==> src/rtl/ps2_key_if.sv <==
// Scan-code FIFO handshake between ps2_keyboard and its consumer.
//   kb_ready      : FIFO non-empty, kb_data valid
//   kb_data       : byte at the FIFO read pointer
//   kb_overflow   : FIFO overflow indication
//   kb_nextdata_n : low for one cycle pops the FIFO
// master = keyboard side, slave = consumer side.
interface ps2_key_if;
  logic       kb_ready;
  logic [7:0] kb_data;
  logic       kb_overflow;
  logic       kb_nextdata_n;

  modport master (
    output kb_ready,
    output kb_data,
    output kb_overflow,
    input  kb_nextdata_n
  );

  modport slave (
    input  kb_ready,
    input  kb_data,
    input  kb_overflow,
    output kb_nextdata_n
  );
endinterface

==> src/rtl/ps2_key_ctrl.sv <==
// Sequencer between ps2_keyboard and the key display logic: drains the
// scan-code FIFO, parses set-2 E0/F0 prefixes, tracks the held key,
// suppresses typematic repeats and counts distinct presses.
// Ports:
//   clk, clrn    : clock, asynchronous active-low reset
//   kb           : FIFO handshake (slave side)
//   clr_err      : synchronous clear of err_ovf
//   key_code     : last pressed (make) scan code
//   key_ext      : key_code carried an E0 prefix
//   key_down     : key_code currently held
//   key_press    : 1-cycle strobe, new press accepted
//   key_release  : 1-cycle strobe, break code received
//   key_repeat   : 1-cycle strobe, typematic make of held key
//   press_count  : number of new presses, wraps
//   err_ovf      : sticky FIFO overflow flag
module ps2_key_ctrl #(
  parameter int unsigned CNT_W       = 8,
  parameter int unsigned TIMEOUT_CYC = 2000000
) (
  input  logic             clk,
  input  logic             clrn,
  ps2_key_if.slave         kb,
  input  logic             clr_err,
  output logic [7:0]       key_code,
  output logic             key_ext,
  output logic             key_down,
  output logic             key_press,
  output logic             key_release,
  output logic             key_repeat,
  output logic [CNT_W-1:0] press_count,
  output logic             err_ovf
);

  localparam int unsigned TMO_W = (TIMEOUT_CYC > 1) ? $clog2(TIMEOUT_CYC) : 1;
  localparam logic [TMO_W-1:0] TMO_LAST = TMO_W'(TIMEOUT_CYC - 1);
  localparam logic [7:0] BYTE_BRK = 8'hF0;
  localparam logic [7:0] BYTE_EXT = 8'hE0;

  typedef enum logic [1:0] {S_IDLE, S_POP, S_GAP} state_t;

  state_t           state_q, state_d;
  logic [7:0]       byte_q, byte_d;
  logic             brk_q, brk_d;
  logic             ext_q, ext_d;
  logic [TMO_W-1:0] tmo_q, tmo_d;
  logic             nextdata_n_q, nextdata_n_d;
  logic [7:0]       key_code_d;
  logic             key_ext_d, key_down_d;
  logic             key_press_d, key_release_d, key_repeat_d;
  logic [CNT_W-1:0] press_count_d;
  logic             err_ovf_d;
  logic             same_key;

  assign kb.kb_nextdata_n = nextdata_n_q;

  // State and output registers
  always_ff @(posedge clk or negedge clrn) begin
    if (!clrn) begin
      state_q      <= S_IDLE;
      byte_q       <= 8'h00;
      brk_q        <= 1'b0;
      ext_q        <= 1'b0;
      tmo_q        <= '0;
      nextdata_n_q <= 1'b1;
      key_code     <= 8'h00;
      key_ext      <= 1'b0;
      key_down     <= 1'b0;
      key_press    <= 1'b0;
      key_release  <= 1'b0;
      key_repeat   <= 1'b0;
      press_count  <= '0;
      err_ovf      <= 1'b0;
    end else begin
      state_q      <= state_d;
      byte_q       <= byte_d;
      brk_q        <= brk_d;
      ext_q        <= ext_d;
      tmo_q        <= tmo_d;
      nextdata_n_q <= nextdata_n_d;
      key_code     <= key_code_d;
      key_ext      <= key_ext_d;
      key_down     <= key_down_d;
      key_press    <= key_press_d;
      key_release  <= key_release_d;
      key_repeat   <= key_repeat_d;
      press_count  <= press_count_d;
      err_ovf      <= err_ovf_d;
    end
  end

  // Next-state, decode and prefix timeout
  always_comb begin
    state_d       = state_q;
    byte_d        = byte_q;
    brk_d         = brk_q;
    ext_d         = ext_q;
    tmo_d         = tmo_q;
    nextdata_n_d  = 1'b1;
    key_code_d    = key_code;
    key_ext_d     = key_ext;
    key_down_d    = key_down;
    key_press_d   = 1'b0;
    key_release_d = 1'b0;
    key_repeat_d  = 1'b0;
    press_count_d = press_count;
    err_ovf_d     = err_ovf;
    same_key      = (byte_q == key_code) && (ext_q == key_ext);

    // Overflow set has priority over clear
    if (kb.kb_overflow) begin
      err_ovf_d = 1'b1;
    end else if (clr_err) begin
      err_ovf_d = 1'b0;
    end

    case (state_q)
      S_IDLE: begin
        if (kb.kb_ready) begin
          byte_d       = kb.kb_data;
          tmo_d        = '0;
          nextdata_n_d = 1'b0;
          state_d      = S_POP;
        end else if (brk_q || ext_q) begin
          // A prefix left dangling too long is dropped
          if (tmo_q == TMO_LAST) begin
            brk_d = 1'b0;
            ext_d = 1'b0;
            tmo_d = '0;
          end else begin
            tmo_d = tmo_q + TMO_W'(1);
          end
        end
      end
      S_POP: begin
        state_d = S_GAP;
        if (byte_q == BYTE_BRK) begin
          brk_d = 1'b1;
        end else if (byte_q == BYTE_EXT) begin
          ext_d = 1'b1;
        end else begin
          if (brk_q) begin
            key_release_d = 1'b1;
            if (same_key) key_down_d = 1'b0;
          end else if (key_down && same_key) begin
            key_repeat_d = 1'b1;
          end else begin
            key_code_d    = byte_q;
            key_ext_d     = ext_q;
            key_down_d    = 1'b1;
            press_count_d = press_count + CNT_W'(1);
            key_press_d   = 1'b1;
          end
          brk_d = 1'b0;
          ext_d = 1'b0;
        end
      end
      S_GAP: begin
        // Lets ready/data settle after the read pointer moves
        state_d = S_IDLE;
      end
      default: state_d = S_IDLE;
    endcase
  end

endmodule

==> src/flat_wrapper.sv <==
// flat-port wrapper written by rule: the top's interface ports become plain ports
module ps2_key_ctrl_flat 
#(
  parameter int unsigned CNT_W       = 8,
  parameter int unsigned TIMEOUT_CYC = 2000000
)
  (clk, clrn, clr_err, key_code, key_ext, key_down, key_press, key_release, key_repeat, press_count, err_ovf, kb_kb_ready, kb_kb_data, kb_kb_overflow, kb_kb_nextdata_n);
  ps2_key_if kb_i ();
  input  logic clk;
  input  logic clrn;
  input  logic clr_err;
  output logic [7:0] key_code;
  output logic key_ext;
  output logic key_down;
  output logic key_press;
  output logic key_release;
  output logic key_repeat;
  output logic [CNT_W-1:0] press_count;
  output logic err_ovf;
  input wire logic [$bits(kb_i.kb_ready)-1:0] kb_kb_ready;
  input wire logic [$bits(kb_i.kb_data)-1:0] kb_kb_data;
  input wire logic [$bits(kb_i.kb_overflow)-1:0] kb_kb_overflow;
  output wire logic [$bits(kb_i.kb_nextdata_n)-1:0] kb_kb_nextdata_n;
  assign kb_i.kb_ready = kb_kb_ready;
  assign kb_i.kb_data = kb_kb_data;
  assign kb_i.kb_overflow = kb_kb_overflow;
  assign kb_kb_nextdata_n = kb_i.kb_nextdata_n;
  ps2_key_ctrl #(.CNT_W(CNT_W), .TIMEOUT_CYC(TIMEOUT_CYC)) u_core (.clk(clk), .clrn(clrn), .kb(kb_i), .clr_err(clr_err), .key_code(key_code), .key_ext(key_ext), .key_down(key_down), .key_press(key_press), .key_release(key_release), .key_repeat(key_repeat), .press_count(press_count), .err_ovf(err_ovf));
endmodule
==> config.mk <==
export PLATFORM = sky130hd
export DESIGN_NAME = ps2_key_ctrl_flat
export DESIGN_NICKNAME = d
export VERILOG_FILES = /design/src/rtl/ps2_key_if.sv /design/src/rtl/ps2_key_ctrl.sv /design/src/flat_wrapper.sv
export SDC_FILE = /design/constraint.sdc
export NUM_CORES = 1
export LEC_CHECK = 0
export CORE_MARGIN = 10
export CORE_UTILIZATION = 23
export CTS_CLUSTER_SIZE = 16
export DETAILED_ROUTE_END_ITERATION = 12
export PLACE_DENSITY_LB_ADDON = 0.3
export SYNTH_ARGS = -nofsm -noshare
export SYNTH_HDL_FRONTEND = slang
export SYNTH_SLANG_ARGS = --single-unit
export TNS_END_PERCENT = 50
==> constraint.sdc <==
create_clock -name clk -period 6.15 [get_ports clk]
set_clock_uncertainty 0.2 [all_clocks]
set_input_delay 1.845 -clock clk [delete_from_list [all_inputs] [get_ports clk]]
set_output_delay 1.845 -clock clk [all_outputs]
set_load 0.03 [all_outputs]
==> results.py, run 1 <==
metrics = {
    "floorplan": {
        "rows": 39,
        "placeableCoreArea_um2": 11600,
        "fp.dieH_um": 129,
        "die_width_um": 129,
        "dieArea_um2": 16700,
        "ioPinCount": 36,
        "floorplan.initialDensity_pct": 23.7,
    },
    "synth": {
        "netlist_instances": 257,
        "synth_top_area_share_pct": 50.2,
        "avgSynthCellArea_um2": 10.7,
        "postSynthRegisterBits": 56,
        "synth_area_leader_cell": "sky130_fd_sc_hd__dfrtp_1",
        "mappedNetlistArea_um2": 2740,
        "synth_nets": 272,
        "yosys_warnings": 0,
        "post_synth_main_area_contributors": "sky130_fd_sc_hd__dfrtp_1, sky130_fd_sc_hd__a31oi_1, sky130_fd_sc_hd__mux2_4",
        "netlist-cell-type-count": 41,
        "ys_seq_area_share_pct": 51.1,
    },
    "clock_network": {
        "cts_sinks": 56,
        "cts.hold.buffers_added": 0,
        "clock_latency_ns": 0.29,
        "clock_path_buffers": 2,
        "cts.reportedPaths.clkPinSlew_ns": 0.07,
        "postCtsSetupRepairBufs": 0,
        "cts_tree": "built",
        "post_cts.resized_instances": 0,
        "numCtsBuffers": 5,
        "cts-htree-levels": 2,
        "clock-root-buffer": "sky130_fd_sc_hd__clkbuf_16",
    },
    "worst_hold_path": {
        "holdCritStartpoint": "u_core.press_count[7]",
        "timing.hold.worst_path_depth": 1,
        "hold_path_class": "flip-flop to flip-flop",
    },
    "timing": {
        "worst_slack_on_hold_paths_ns": 0.269,
        "timing_worst_slew_pin_value_ns": 1.27,
        "timing.final.crit_share_pct": 63.7,
        "max_slew_margin_pct": 15.0,
        "slew_violations": 0,
        "setup_repair_after_global_routing_missed_its_margin": "false",
        "finalHoldViolCount": 0,
        "time_the_worst_path_needs_with_i_o_delays_and_setup_ns": 3.92,
        "finalWorstSetupSlack_ns": 2.23,
        "timing.final.setup_violations": 0,
        "totalNegativeSetupSlack_ns": 0,
        "max_clock_freq_mhz": 255,
    },
    "global_routing": {
        "first_global_vias": 1958,
        "busiest_layer": "met1",
        "globalRoute.totalOverflow": 0,
        "grt_pass1_wl_um": 10200,
        "grt_start_max_net_pins": 57,
        "global_route.usage.met2_pct": 10.2,
        "grt_util_met1_pct": 10.5,
        "grt_antenna_before_repair": 0,
        "grtUsageTotal_pct": 7.50,
        "grt_use_met3_pct": 2.49,
    },
    "detailed_routing": {
        "detail_route.iter0.violations": 202,
        "drt_drc_violations_left": 0,
        "via_count": 2060,
        "detail_route.wirelength_um": 6200,
        "antenna_violating_nets_left": 0,
        "detail_route.first_pass.iterations": 4,
        "wire_per_inst_um": 14.3,
        "detail_route.vias_per_cell": 4.77,
    },
    "setup_path": {
        "worstReg2RegEnd": "u_core.tmo_q[16]",
        "critical_path.cell_chain": "clkdlybuf4s50_1, o31a_1, nand4_1, xor2_1, nor2_1",
        "setup.worst_path.start_class": "input port",
        "reg2reg_setup_slack_ns": 3.35,
        "crit_path_end_kind": "flip-flop",
        "worst-r2r-cell-count": 6,
        "worst_path_largest_cell_delay_ns": 0.96,
        "arrival_ns": 3.90,
        "critical_path_top_delay_cell": "sky130_fd_sc_hd__o31a_1",
        "crit-reg2reg-launch": "u_core.tmo_q[0]",
        "timing_worst_setup_path_type": "input port to flip-flop",
        "critical_path.endpoint": "u_core.tmo_q[15]",
        "worstPathMaxFanout": 34,
        "crit_required_ns": 6.13,
        "worstSetupStartpoint": "kb_kb_ready",
    },
    "cells_and_area": {
        "num-nets-final": 303,
        "final_layout_size_suffix_gt1_share_pct": 11.4,
        "antennaDiodeCount": 0,
        "area_growth_syn_to_layout_pct": 22.9,
    },
    "place": {
        "dp_hpwl_um": 4410,
        "setup_slack_placement_ns": 1.94,
        "gp_routability_congestion": 0.760,
        "place.port_buffers": 35,
    },
    "power_and_ir_drop": {
        "power_density_over_cell_area_nw_per_um2": 369,
        "static-leakage-power_nw": 1.39,
        "power_mw": 1.25,
        "power.ir.vdd_worst_mv": 0.127,
    },
    "flow_run": {
        "max_cap_violations": 0,
    },
    "run_status": {
        "run_status": "complete, no violations",
    },
}
cell type report:
type | instances | area (um^2)
multi-input cells | 184 | 1260
clock buffers | 6 | 139
inverters | 5 | 18.8
flip-flops and latches | 56 | 1400
clock inverters | 2 | 13.8
fillers | 1200 | 8190
well taps | 143 | 179
repair buffers | 36 | 353
synthesized netlist by cell type, drive strengths merged:
master,n
dfrtp,55
a31oi,21
nand2,21
mux2,18
nand3,18
nor2,15
nor3,12
xor2,11
o21ai,9
and3,8
clkbuf,8
xnor2,8
a21oi,5
inv,5
nand4,5
a41oi,4
buf,4
nand2b,3
nor4,3
nor4b,3
and2,2
ha,2
nor3b,2
o21a,2
or3,2
a21o,1
a41o,1
and4,1
and4b,1
dfstp,1
nand3b,1
nand4b,1
o22ai,1
o31a,1
o31ai,1
o41ai,1
where the power goes:
group	leakage [nW]	internal (mW)	switching (mW)
registers	0.717	0.441	0.0857
clock network	0.0772	0.163	0.133
logic	0.599	0.198	0.224
total	1.39	0.802	0.443
through the flow:
step	instance area [um^2]	std cells	util, %
after floorplan	2740	257	-
after global placement	3220	424	27.8
after detailed placement	3220	424	27.8
after CTS	3370	432	29.1
after global routing	3370	432	29.1
final	3370	432	29.1
critical path: cells and delay by family:
kind	cells	cell delay, ns
AOI/OAI and AO/OA	1	0.96
buffers and inverters	1	0.63
and+or+nand+nor	2	0.26
xor gates and xnor gates	1	0.19
routing by layer:
layer  wire length [um]  up-vias  part of all wire [%]
met3                369        7                   6.0
met4                107        0                   1.7
met2               2650       41                    43
met1               3070     1005                    50
met5                  0        -                     0
li1                   -     1007                     -
sequential cells by signal, summed over array words and instances (netlist names):
name                     cells
u_core.state_q               2
u_core.key_repeat            1
u_core.ext_q                 1
u_core.kb.kb_nextdata_n      1
u_core.key_down              1
u_core.press_count           8
u_core.key_ext               1
u_core.byte_q                8
u_core.key_press             1
u_core.key_code              8
u_core.tmo_q                21
u_core.err_ovf               1
u_core.brk_q                 1
u_core.key_release           1
layout by cell type (no fill, tap or decap), types with 2 or more instances in the layout:
cell type                         instances
sky130_fd_sc_hd__dfrtp_1                 55
sky130_fd_sc_hd__clkdlybuf4s50_1         34
sky130_fd_sc_hd__nand2_1                 21
sky130_fd_sc_hd__a31oi_1                 20
sky130_fd_sc_hd__nand3_1                 18
sky130_fd_sc_hd__nor2_1                  14
sky130_fd_sc_hd__nor3_1                  12
sky130_fd_sc_hd__xor2_1                  11
sky130_fd_sc_hd__mux2_2                  10
sky130_fd_sc_hd__o21ai_0                  9
sky130_fd_sc_hd__xnor2_1                  8
sky130_fd_sc_hd__and3_1                   8
sky130_fd_sc_hd__mux2_4                   8
sky130_fd_sc_hd__nand4_1                  5
sky130_fd_sc_hd__inv_1                    5
sky130_fd_sc_hd__a21oi_1                  5
sky130_fd_sc_hd__clkbuf_16                5
sky130_fd_sc_hd__a41oi_1                  4
sky130_fd_sc_hd__nor4b_1                  3
sky130_fd_sc_hd__nand2b_1                 3
sky130_fd_sc_hd__or3_1                    2
sky130_fd_sc_hd__nor3b_1                  2
sky130_fd_sc_hd__and2_1                   2
sky130_fd_sc_hd__o21a_1                   2
sky130_fd_sc_hd__ha_1                     2
worst min path at each step:
stage               slack [ns]                    end
floorplan                 0.24       u_core.tmo_q[20]
global placement          0.26  u_core.press_count[7]
detailed placement        0.27  u_core.press_count[7]
CTS                       0.28  u_core.press_count[7]
global route              0.29  u_core.press_count[7]
finish                    0.27  u_core.press_count[7]
logic make-up (layout without fill, tap and decap cells):
logic type | Yosys count | after routing | synth area share (%)
muxes | 18 | 18 | 8.49
adders and majority gates | 2 | 2 | 0.912
xor gates and xnor gates | 19 | 19 | 6.07
AOI/OAI and AO/OA | 47 | 47 | 10.9
buffers and inverters | 17 | 49 | 2.97
and+or+nand+nor | 98 | 98 | 19.5
DFF | 56 | 56 | 51.1
No activity file was read; power rests on OpenSTA's default activity.
==> run 2: changes to the inputs <==
Clock period 6.15 ns to 3.65 ns, I/O delays scaled along.
==> run 2 against run 1 <==
  * Non-clock buffer count up 6
  * Largest cell class unchanged
  * Global-route usage up 0.41 points
  * Largest power group unchanged
  * First-iteration DRC count down 56%
  * Via count is 1.5% higher
  * Clock power up 55%
==> results.py, run 2 (synthesized netlist as in run 1, its figures left out) <==
metrics = {
    "cells_and_area": {
        "num-nets-final": 309,
        "finalNonFillerCells": 437,
        "layout.cells.most_common": "sky130_fd_sc_hd__dfrtp_1",
        "area_growth_syn_to_layout_pct": 24.0,
        "final_cell_mix": "sky130_fd_sc_hd__dfrtp_1, sky130_fd_sc_hd__clkdlybuf4s50_1, sky130_fd_sc_hd__nand2_1",
        "largest_register_ffs": 21,
        "antennaDiodeCount": 0,
        "top_register": "u_core.tmo_q",
        "final_layout_size_suffix_gt1_share_pct": 12.9,
    },
    "clock_network": {
        "clock_path_buffers": 2,
        "cts-htree-levels": 2,
        "clock-root-buffer": "sky130_fd_sc_hd__clkbuf_16",
        "cts_sinks": 56,
        "numCtsBuffers": 5,
        "cts_tree": "built",
        "post_cts.resized_instances": 0,
        "clock_latency_ns": 0.29,
        "cts.reportedPaths.clkPinSlew_ns": 0.07,
        "postCtsSetupRepairBufs": 0,
        "cts.hold.buffers_added": 0,
    },
    "setup_path": {
        "worstPathMaxFanout": 15,
        "timing_worst_setup_path_type": "input port to flip-flop",
        "crit_path_end_kind": "flip-flop",
        "setup.worst_path.start_class": "input port",
        "arrival_ns": 2.82,
        "crit_required_ns": 3.65,
    },
    "floorplan": {
        "floorplan.initialDensity_pct": 23.7,
        "ioPinCount": 36,
        "die_width_um": 129,
        "fp.dieH_um": 129,
        "dieArea_um2": 16700,
        "rows": 39,
        "placeableCoreArea_um2": 11600,
    },
    "flow_run": {
        "max_cap_violations": 0,
    },
    "detailed_routing": {
        "detail_route.first_pass.iterations": 4,
        "detail_route.wirelength_um": 6360,
        "detail_route.vias_per_cell": 4.78,
        "detail_route.iter0.violations": 88,
        "antenna_violating_nets_left": 0,
        "wire_per_inst_um": 14.6,
        "drt_drc_violations_left": 0,
        "via_count": 2090,
    },
    "timing": {
        "max_clock_freq_mhz": 354,
        "max_slew_margin_pct": 55.8,
        "time_the_worst_path_needs_with_i_o_delays_and_setup_ns": 2.82,
        "slew_violations": 0,
        "timing.final.crit_share_pct": 77.4,
        "timing.final.setup_violations": 0,
        "setup_repair_after_global_routing_missed_its_margin": "false",
        "totalNegativeSetupSlack_ns": 0,
        "finalHoldViolCount": 0,
        "timing_worst_slew_pin_value_ns": 0.657,
    },
    "worst_hold_path": {
        "hold_path_class": "flip-flop to flip-flop",
    },
    "place": {
        "dp_hpwl_um": 4680,
        "gp_routability_congestion": 0.778,
        "placed_cells": 430,
        "place.port_buffers": 35,
    },
    "power_and_ir_drop": {
        "power.ir.vdd_worst_mv": 0.199,
        "static-leakage-power_nw": 1.41,
        "power_density_over_cell_area_nw_per_um2": 609,
    },
    "global_routing": {
        "grt_antenna_before_repair": 0,
        "first_global_vias": 2110,
        "globalRoute.totalOverflow": 0,
        "grt_pass1_wl_um": 10800,
        "grtUsageTotal_pct": 7.91,
        "grt_start_max_net_pins": 31,
    },
    "run_status": {
        "run_status": "complete, no violations",
    },
}
run 2: changes by cell type in the layout (fill, tap and decap cells not counted):
cell                         delta
sky130_fd_sc_hd__buf_4          +6
sky130_fd_sc_hd__clkbuf_8       -1
sky130_fd_sc_hd__clkinvlp_4     +1
sky130_fd_sc_hd__inv_6          -1
run 2: path summary, 6_finish.rpt:
kind	slack, ns	cells past startpoint	endpoint	startpoint
max reg2reg	1.36	5	u_core.key_code[6]	u_core.byte_q[7]
min	0.27	1	u_core.press_count[7]	u_core.press_count[7]
max	0.83	5	u_core.tmo_q[10]	kb_kb_ready
max in group asynchronous	1.91	2	u_core.kb.kb_nextdata_n	clrn
min in group asynchronous	0.61	1	u_core.byte_q[4]	clrn
min reg2reg	0.27	1	u_core.press_count[7]	u_core.press_count[7]
run 2: report_power, final:
group	switching, mW	internal [mW]
sequential	0.146	0.743
clock	0.211	0.250
combinational	0.378	0.343
run 2: cell type report:
cell class | count | area [um^2]
tap | 143 | 179
inverter | 5 | 18.8
fill | 1193 | 8160
timing repair buffer | 42 | 398
clock buffer | 5 | 125
sequential | 56 | 1400
clock inverter | 2 | 12.5
multi-input combinational | 184 | 1260
run 2: metal layers:
metal  vias up  GRT usage [%]  part of all wire [%]
li1       1017              -                     -
met1      1032           11.0                    51
met2        36           11.4                    43
met3         5           2.45                   5.5
met4         0           2.68                   1.1
met5         -              0                     0
run 2: worst max-delay path, stage by stage:
cell and delay [ns]:
sky130_fd_sc_hd__clkdlybuf4s50_1 0.64, sky130_fd_sc_hd__o31a_1 0.56, sky130_fd_sc_hd__buf_4 0.26, sky130_fd_sc_hd__a31oi_1 0.08
sky130_fd_sc_hd__a31oi_1 0.18
run 2: metrics by stage:
step	util [%]	area (um^2)	total power [mW]	setup slack (ns)	hold WS, ns
finish	29.4	3400	2.07	0.825	0.274
global route	29.4	3400	2.21	0.692	0.292
CTS	29.4	3400	2.11	0.801	0.278
detailed placement	28.2	3260	1.64	0.501	0.268
global placement	28.2	3260	1.62	0.613	0.258
floorplan	-	2740	1.35	1.13	0.242
